[src/rtl/lfsr_cnt_pkg.sv]
// Shared helpers for LFSR-prescaled counters: Galois tap table, step function, parameter checks.
// Linear order for readout: SEED is position 0, position n is SEED stepped n times.
package lfsr_cnt_pkg;

    localparam int unsigned LFSR_W_MIN = 3;
    localparam int unsigned LFSR_W_MAX = 16;
    localparam int unsigned HI_W_MIN   = 1;
    localparam int unsigned HI_W_MAX   = 64;

    // Right-shift Galois masks giving a maximal-length sequence for each width.
    function automatic logic [15:0] lfsr_taps(input int unsigned width);
        logic [15:0] taps;
        case (width)
            3:       taps = 16'h0006;
            4:       taps = 16'h000C;
            5:       taps = 16'h0014;
            6:       taps = 16'h0030;
            7:       taps = 16'h0060;
            8:       taps = 16'h00B8;
            9:       taps = 16'h0110;
            10:      taps = 16'h0240;
            11:      taps = 16'h0500;
            12:      taps = 16'h0829;
            13:      taps = 16'h100D;
            14:      taps = 16'h2015;
            15:      taps = 16'h6000;
            16:      taps = 16'hD008;
            default: taps = 16'h0000;
        endcase
        return taps;
    endfunction

    function automatic logic [15:0] lfsr_next(input logic [15:0] q, input logic [15:0] taps);
        return (q >> 1) ^ (q[0] ? taps : 16'h0000);
    endfunction

    function automatic bit lfsr_params_ok(input int unsigned lfsr_w, input int unsigned hi_w,
                                          input logic [15:0] seed);
        return (lfsr_w >= LFSR_W_MIN) && (lfsr_w <= LFSR_W_MAX) &&
               (hi_w >= HI_W_MIN) && (hi_w <= HI_W_MAX) && (seed != 16'h0000);
    endfunction

endpackage

[src/rtl/galois_lfsr_step.sv]
// Combinational single step of a Galois LFSR; flags the step that returns to SEED.
module galois_lfsr_step
    import lfsr_cnt_pkg::*;
#(
    parameter int unsigned       LFSR_W = 6,
    parameter logic [LFSR_W-1:0] SEED   = '1
) (
    input  logic [LFSR_W-1:0] q,
    output logic [LFSR_W-1:0] nxt,
    output logic              wrap
);

    localparam logic [15:0] TAPS = lfsr_taps(LFSR_W);

    logic [15:0] nxt_full;

    always_comb begin
        nxt_full = lfsr_next(16'(q), TAPS);
        nxt      = nxt_full[LFSR_W-1:0];
        // Bits above LFSR_W are always zero, so comparing the full word is exact.
        wrap     = (nxt_full == 16'(SEED));
    end

endmodule

[src/rtl/lfsr_prescaled_counter.sv]
// Wide event counter: Galois LFSR prescaler feeding a binary high field, with compare match,
// modulo reload, sticky overflow and coherent snapshot capture.
module lfsr_prescaled_counter
    import lfsr_cnt_pkg::*;
#(
    parameter int unsigned       LFSR_W = 6,
    parameter int unsigned       HI_W   = 58,
    parameter logic [LFSR_W-1:0] SEED   = '1
) (
    input  logic                     clk,
    input  logic                     rst,
    input  logic                     en,
    input  logic                     clr,
    input  logic                     auto_rld,
    input  logic [LFSR_W+HI_W-1:0]   match_val,
    input  logic                     cap,
    output logic [LFSR_W-1:0]        lfsr_q,
    output logic [HI_W-1:0]          hi_q,
    output logic                     carry,
    output logic                     match,
    output logic                     ovf,
    output logic [LFSR_W+HI_W-1:0]   snap_q,
    output logic                     snap_vld
);

    if (!lfsr_params_ok(LFSR_W, HI_W, 16'(SEED))) begin : g_param_check
        $error("lfsr_prescaled_counter: illegal LFSR_W, HI_W or SEED");
    end

    logic [LFSR_W-1:0] lfsr_nxt;
    logic              step_wrap;
    logic              hit;
    logic [LFSR_W-1:0] lfsr_d;
    logic [HI_W-1:0]   hi_d;
    logic              carry_d;
    logic              match_d;
    logic              ovf_d;

    galois_lfsr_step #(
        .LFSR_W (LFSR_W),
        .SEED   (SEED)
    ) u_step (
        .q    (lfsr_q),
        .nxt  (lfsr_nxt),
        .wrap (step_wrap)
    );

    // A zero LFSR field is unreachable, so such a compare value is treated as disabled.
    assign hit = en && ({hi_q, lfsr_q} == match_val) && (match_val[LFSR_W-1:0] != '0);

    always_comb begin
        lfsr_d  = lfsr_q;
        hi_d    = hi_q;
        ovf_d   = ovf;
        carry_d = 1'b0;
        match_d = 1'b0;
        if (clr) begin
            lfsr_d = SEED;
            hi_d   = '0;
            ovf_d  = 1'b0;
        end else if (en) begin
            match_d = hit;
            carry_d = step_wrap;
            if (hit && auto_rld) begin
                // Reload wins over the wrap increment; carry still reports the wrap.
                lfsr_d = SEED;
                hi_d   = '0;
            end else begin
                lfsr_d = lfsr_nxt;
                if (step_wrap) begin
                    hi_d = hi_q + 1'b1;
                    if (&hi_q) begin
                        ovf_d = 1'b1;
                    end
                end
            end
        end
    end

    always_ff @(posedge clk or posedge rst) begin
        if (rst) begin
            lfsr_q   <= SEED;
            hi_q     <= '0;
            carry    <= 1'b0;
            match    <= 1'b0;
            ovf      <= 1'b0;
            snap_q   <= '0;
            snap_vld <= 1'b0;
        end else begin
            lfsr_q   <= lfsr_d;
            hi_q     <= hi_d;
            carry    <= carry_d;
            match    <= match_d;
            ovf      <= ovf_d;
            snap_vld <= cap;
            if (cap) begin
                snap_q <= {hi_q, lfsr_q};
            end
        end
    end

endmodule

[config.mk]
export PLATFORM = sky130hd
export DESIGN_NAME = lfsr_prescaled_counter
export DESIGN_NICKNAME = d
export VERILOG_FILES = /design/src/rtl/lfsr_cnt_pkg.sv /design/src/rtl/galois_lfsr_step.sv /design/src/rtl/lfsr_prescaled_counter.sv
export SDC_FILE = /design/constraint.sdc
export NUM_CORES = 1
export LEC_CHECK = 0
export BUFFER_PORTS_ARGS = -buffer_cell sky130_fd_sc_hd__buf_4
export CORE_MARGIN = 2
export CORE_UTILIZATION = 40
export DETAILED_ROUTE_END_ITERATION = 8
export HOLD_SLACK_MARGIN = 0.12
export PLACE_DENSITY_LB_ADDON = 0.15
export SLEW_MARGIN = 10
export SYNTH_ARGS = -nofsm -noshare
export SYNTH_HDL_FRONTEND = slang
export SYNTH_SLANG_ARGS = --single-unit
[constraint.sdc]
create_clock -name clk -period 11.8 [get_ports clk]
set_input_delay 0.59 -clock clk [delete_from_list [all_inputs] [get_ports clk]]
set_output_delay 0.59 -clock clk [all_outputs]
set_load 0.005 [all_outputs]
Word level (Yosys, flattened, before mapping)
Cells that the tools add are included.
{ "word_totals": {"regBits": 132, "in_bits": 70, "output_inout_bits": 132, "word_cells": 40} }
{ "op_classes": {"add_sub_neg": 1, "n_eq_ne": 3, "mux": 17, "bitwise": 1, "n_reduce_logical": 11} }
{ "ops": {"columns": ["operator", "count"], "rows": [
  ["$mux 58", 4],
  ["$eq 64x64->1", 1],
  ["$add 58x1->58 const B", 1],
  ["$reduce_and 58->1", 1],
  ["$mux 6", 4],
  ["$eq 16x6->1 const B", 1],
  ["$xor 5x16->16", 1],
  ["$mux 1", 9],
  ["$reduce_bool 2->1", 3],
  ["$reduce_bool 6->1", 1],
  ["$reduce_and 4->1", 1],
  ["$logic_and 1x1->1", 3],
  ["$reduce_bool 3->1", 1],
  ["$ne 2x2->1 const B", 1],
  ["$reduce_and 2->1", 1]
]} }

Depth between registers and ports, before layout
{ "depth": {"depth_word": 7, "mapped_depth": 10, "ltp_nobuf": 9} }

By module
A second synthesis with hierarchy kept.
{ "hier_totals": {"cells_unflattened": 733, "area_unflattened_um2": 7297.0} }
{ "by_module_without_submodules": {"columns": ["module", "instances", "cells_each", "area_per_inst_um2", "seq_area_each_um2"], "rows": [
  ["lfsr_prescaled_counter", 1, 722, 7226.9, 3310.7],
  ["galois_lfsr_step", 1, 11, 70.1, 0.0]
]} }

Worst setup path before layout
No wires, ideal clock.
{ "synth_path": {"kind": "in2reg", "from": "in match_val[32]", "to": "reg hi_q[48]", "setup_ns": 0.120, "t_arrival_ns": 2.285, "required_ns": 11.680, "setup_slack_ns": 9.395, "path_stages": 7, "path_buffers": 1, "cell_sequence": "xor2_1 > or4_4 > nor4_4 > nand4_2 > buf_6 > a32o_1 > a41o_1"} }
{ "synth_between": {"elab_chain_cells": 7, "word_cells_on_any_way": 9, "classes_between": "eq/ne (1); mux (3); reduce/logical (5)"} }
{ "synth_rtl": {"columns": ["item", "line_no", "source"], "rows": [
  ["start: declaration", "lfsr_prescaled_counter.sv:15", "input logic [LFSR_W+HI_W-1:0] match_val,"],
  ["$eq 64x64->1 *", "lfsr_prescaled_counter.sv:49", "assign hit = en && ({hi_q, lfsr_q} == match_val) && (match_val[LFSR_W-1:0] != '0);"],
  ["$logic_and 1x1->1 * (2 in a row)", "lfsr_prescaled_counter.sv:49", null],
  ["$logic_and 1x1->1 *", "lfsr_prescaled_counter.sv:64", "if (hit && auto_rld) begin"],
  ["$mux 58", "lfsr_prescaled_counter.sv:64", null],
  ["$mux 58", "lfsr_prescaled_counter.sv:61", "end else if (en) begin"],
  ["$mux 58", "lfsr_prescaled_counter.sv:57", "if (clr) begin"],
  ["end signal: assignment", "lfsr_prescaled_counter.sv:91", "hi_q <= hi_d;"],
  ["end: declaration", "lfsr_prescaled_counter.sv:18", "output logic [HI_W-1:0] hi_q,"]
]} }
Mark *: on every way between the ends. The rest lies on a longest branch, timed or not. The select of a mux whose other input is x is not followed.
A chain may end at the register's enable or synchronous reset.

Final worst setup path
{ "layout_path": {"from": "reg lfsr_q[3]", "to": "reg hi_q[48]"} }
{ "layout_between": {"elab_chain_cells": 7, "word_cells_on_any_way": 11, "classes_between": "eq/ne (2); mux (3); bitwise (1); reduce/logical (5)"} }
{ "layout_rtl": {"columns": ["item", "line_no", "source"], "rows": [
  ["start: declaration", "lfsr_prescaled_counter.sv:17", "output logic [LFSR_W-1:0] lfsr_q,"],
  ["start signal: assignment", "lfsr_prescaled_counter.sv:90", "lfsr_q <= lfsr_d;"],
  ["$eq 64x64->1", "lfsr_prescaled_counter.sv:49", null],
  ["$logic_and 1x1->1 (2 in a row)", "lfsr_prescaled_counter.sv:49", null],
  ["$logic_and 1x1->1", "lfsr_prescaled_counter.sv:64", null],
  ["$mux 58", "lfsr_prescaled_counter.sv:64", null],
  ["$mux 58", "lfsr_prescaled_counter.sv:61", null],
  ["$mux 58", "lfsr_prescaled_counter.sv:57", null]
]} }
Parallel ways exist; a longest one is shown, timed or not. The select of a mux whose other input is x is not followed.

==> flow_metrics.tcl <==
set metrics [dict create \
    die_w_um 137 \
    dr.pass1.iters 6 \
    hp-class "input port to async pin" \
    grt_pass1_vias 6018 \
    skew_ns 0.00466 \
    clock_power_share 0.499 \
    maxCapViolations 0 \
    clk_path_buf_depth 2 \
    fin_crit_sh 0.279 \
    hold_buffers 0 \
    final_cell_area_um2 9380 \
    placementRows 48 \
    cp-start-kind "flip-flop" \
    r2r_slack_ns 8.50 \
    synth_cell_types 51 \
    yosysTopAreaCellShare 0.443 \
    clock_sinks 132 \
    r2r_end "hi_q[48]$_DFFE_PP0P_" \
    reg2regPathDepth 7 \
    ctsResizeCount 0 \
    place_ws_ns 8.45 \
    p_int_mw 0.883 \
    post_synth.cell_area_avg_um2 10.0 \
    crit_arrival_ns 3.67 \
    drc_errors 0 \
    htree_num_levels 4 \
    synth_area_um2 7120 \
    rsz0062_at_grt "false" \
    layout-drive-gt1-share 0.347 \
    worstMarginPinSlew_ns 1.18 \
    ant_nets 0 \
    slew_headroom 0.210 \
    slew_viol_final 0 \
    status "finished, final reports clean" \
    yosysSeqAreaShare 0.465 \
    p_seq_frac 0.413 \
    power.share.combinational 0.089 \
    drt-vias-per-instance 5.63 \
    ctsRootBufferMaster "clkbuf_16" \
    yosysWarningCount 0 \
    syn-instance-count 710 \
    swShare 0.239 \
    grt_max_degree 69 \
    r2r_start "lfsr_q[3]$_DFFE_PP1N_" \
    wl_um 23100 \
    pin_count 202 \
    dieArea_um2 18900 \
    synth_enable_flop_cells 0 \
    tns_ns 0 \
    power.leakage_nw 4.39 \
    fill_cells 1600 \
    worst-endpoint-required_ns 12.17 \
    synth-async-reset-ratio 1.00 \
    die_y_um 137 \
    synthesis.nets 782 \
    synth_largest_area_cell "dfrtp_1" \
    grtUsageTotal 0.249 \
    stdcell_count 1126 \
    num_antenna_cells 0 \
    wl_per_cell_um 20.5 \
    dpl.cell_count 1094 \
    cts_tree "built" \
    grt_overflow 0 \
    power_density_nw_per_um2 124 \
    insertion_delay_ns 0.43 \
    crit_start "lfsr_q[3]$_DFFE_PP1N_" \
    fmaxAchievable_mhz 303 \
    peakVddDrop_mv 0.112 \
    dpl-instance-area_um2 8730 \
    fin_crit_ns 3.30 \
    worstPathMaxFanout 16 \
    cp-endpoint "hi_q[48]$_DFFE_PP0P_" \
    synth_flop_cell "dfrtp_1" \
    clk_pin_slew_worst_paths_ns 0.06 \
    gp_congestion 0.948 \
    grt_pass1_wl_um 34900 \
    port_buffers 201 \
    ys_ff_latch 132 \
    start_util 0.410 \
    finalSetupViolCount 0 \
    p_switching_mw 0.277 \
    synth_area_leaders "dfrtp_1 (44%), mux2_2 (10%), xor2_1 (5.8%)" \
    dp_hpwl_um 16400 \
    area_delta_synth_final_pct 31.7 \
    layout_setup_ws_ns 8.50 \
    antenna_found_initial 0 \
    worst_setup_path_end_kind "flip-flop" \
    core_area_um2 17400 \
    finalHoldViolCount 0 \
    dr.first_iter.drc_count 502 \
    dr_total_vias 6335 \
    nets 960 \
    post_cts_buffers 0 \
    cts_buffers 17 \
    worstSetupPathType "flip-flop to flip-flop" \
]
-- worst min-delay path by stage --
stage / to / slack (ns) / cells after the start
6_report: snap_q[7]$_DFFE_PP0P_ / 0.22 / 2
5_1_grt: snap_q[9]$_DFFE_PP0P_ / 0.29 / 2
4_1_cts: snap_q[7]$_DFFE_PP0P_ / 0.27 / 2
3_5_place_dp: snap_q[31]$_DFFE_PP0P_ / 0.50 / 1
3_3_place_gp: snap_q[54]$_DFFE_PP0P_ / 0.49 / 1
2_1_floorplan: ovf$_DFFE_PP0P_ / 0.49 / 1
-- per-stage QoR --
step / hold slack, ns / power [mW] / util
after floorplan: 0.487 / 0.535 / -
after global placement: 0.490 / 0.589 / 0.503
after detailed placement: 0.496 / 0.590 / 0.503
after CTS: 0.272 / 1.17 / 0.540
after global routing: 0.290 / 1.20 / 0.540
final: 0.223 / 1.16 / 0.540
-- cell families (layout without fill, tap and decap cells) --
logic type / count (synthesis) / after routing / synth area share
fa+ha+maj: 2 / 2 / 0.00351
compound gates: 58 / 58 / 0.0559
buf+inv: 68 / 259 / 0.0415
xor+xnor: 84 / 84 / 0.103
flops: 132 / 132 / 0.465
mux: 65 / 65 / 0.103
simple gates: 301 / 301 / 0.228
-- registers in the layout, summed over array words and instances, names as in the netlist --
signal    count
carry         1
hi_q         58
lfsr_q        6
match         1
ovf           1
snap_q       64
snap_vld      1
-- power by group through the flow --
stage	registers, mW	clock network, mW	logic [mW]
final	0.478	0.578	0.103
after global routing	0.480	0.606	0.112
after CTS	0.478	0.588	0.104
after detailed placement	0.486	0	0.103
after global placement	0.486	0	0.103
after floorplan	0.478	0	0.0565
-- metal layers --
metal / part of all wire / track usage
met5: 0 / 0
met4: 0.031 / 0.104
met3: 0.088 / 0.0522
met2: 0.45 / 0.371
met1: 0.43 / 0.352
-- placed cells by master, fill, tap and decap left out, drive strengths merged, types with 8 or more instances in the layout --
master	count
and3	18
o21ai	18
inv	23
xnor2	37
nor3	26
o22ai	8
nor4	17
nand2	39
nand4	44
nor2	74
nand3	31
and4	12
buf	205
dfrtp	126
xor2	47
nor2b	15
mux2	64
clkbuf	21
-- cell usage after synthesis, drive strengths merged, types with 17 or more instances --
cell and n:
nor4 17, xor2 47, o21ai 18, nor3 26, dfrtp 126, mux2 64, clkbuf 29, nor2 74
xnor2 37, nand4 44, inv 22, nand3 31, nand2 39, buf 17, and3 18
-- cell type report --
type / count / area (µm²) / share of cell area
repair buffers: 205 / 1540 / 0.164
inverters: 22 / 87.6 / 0.00934
clock buffers: 21 / 470 / 0.0502
well taps: 225 / 282 / 0.0300
clock inverters: 11 / 174 / 0.0186
multi-input cells: 510 / 3510 / 0.375
flip-flops and latches: 132 / 3310 / 0.353
-- critical path: stages (launching register included) --
cell and delay [ns]:
dfstp_2 0.59, and3_1 0.19, nand3_1 0.56, nor2_1 0.96, nand2_1 0.38, nor3_1 0.26, a32o_1 0.19, a41o_1 0.10
(Power assumes the default switching activity.)
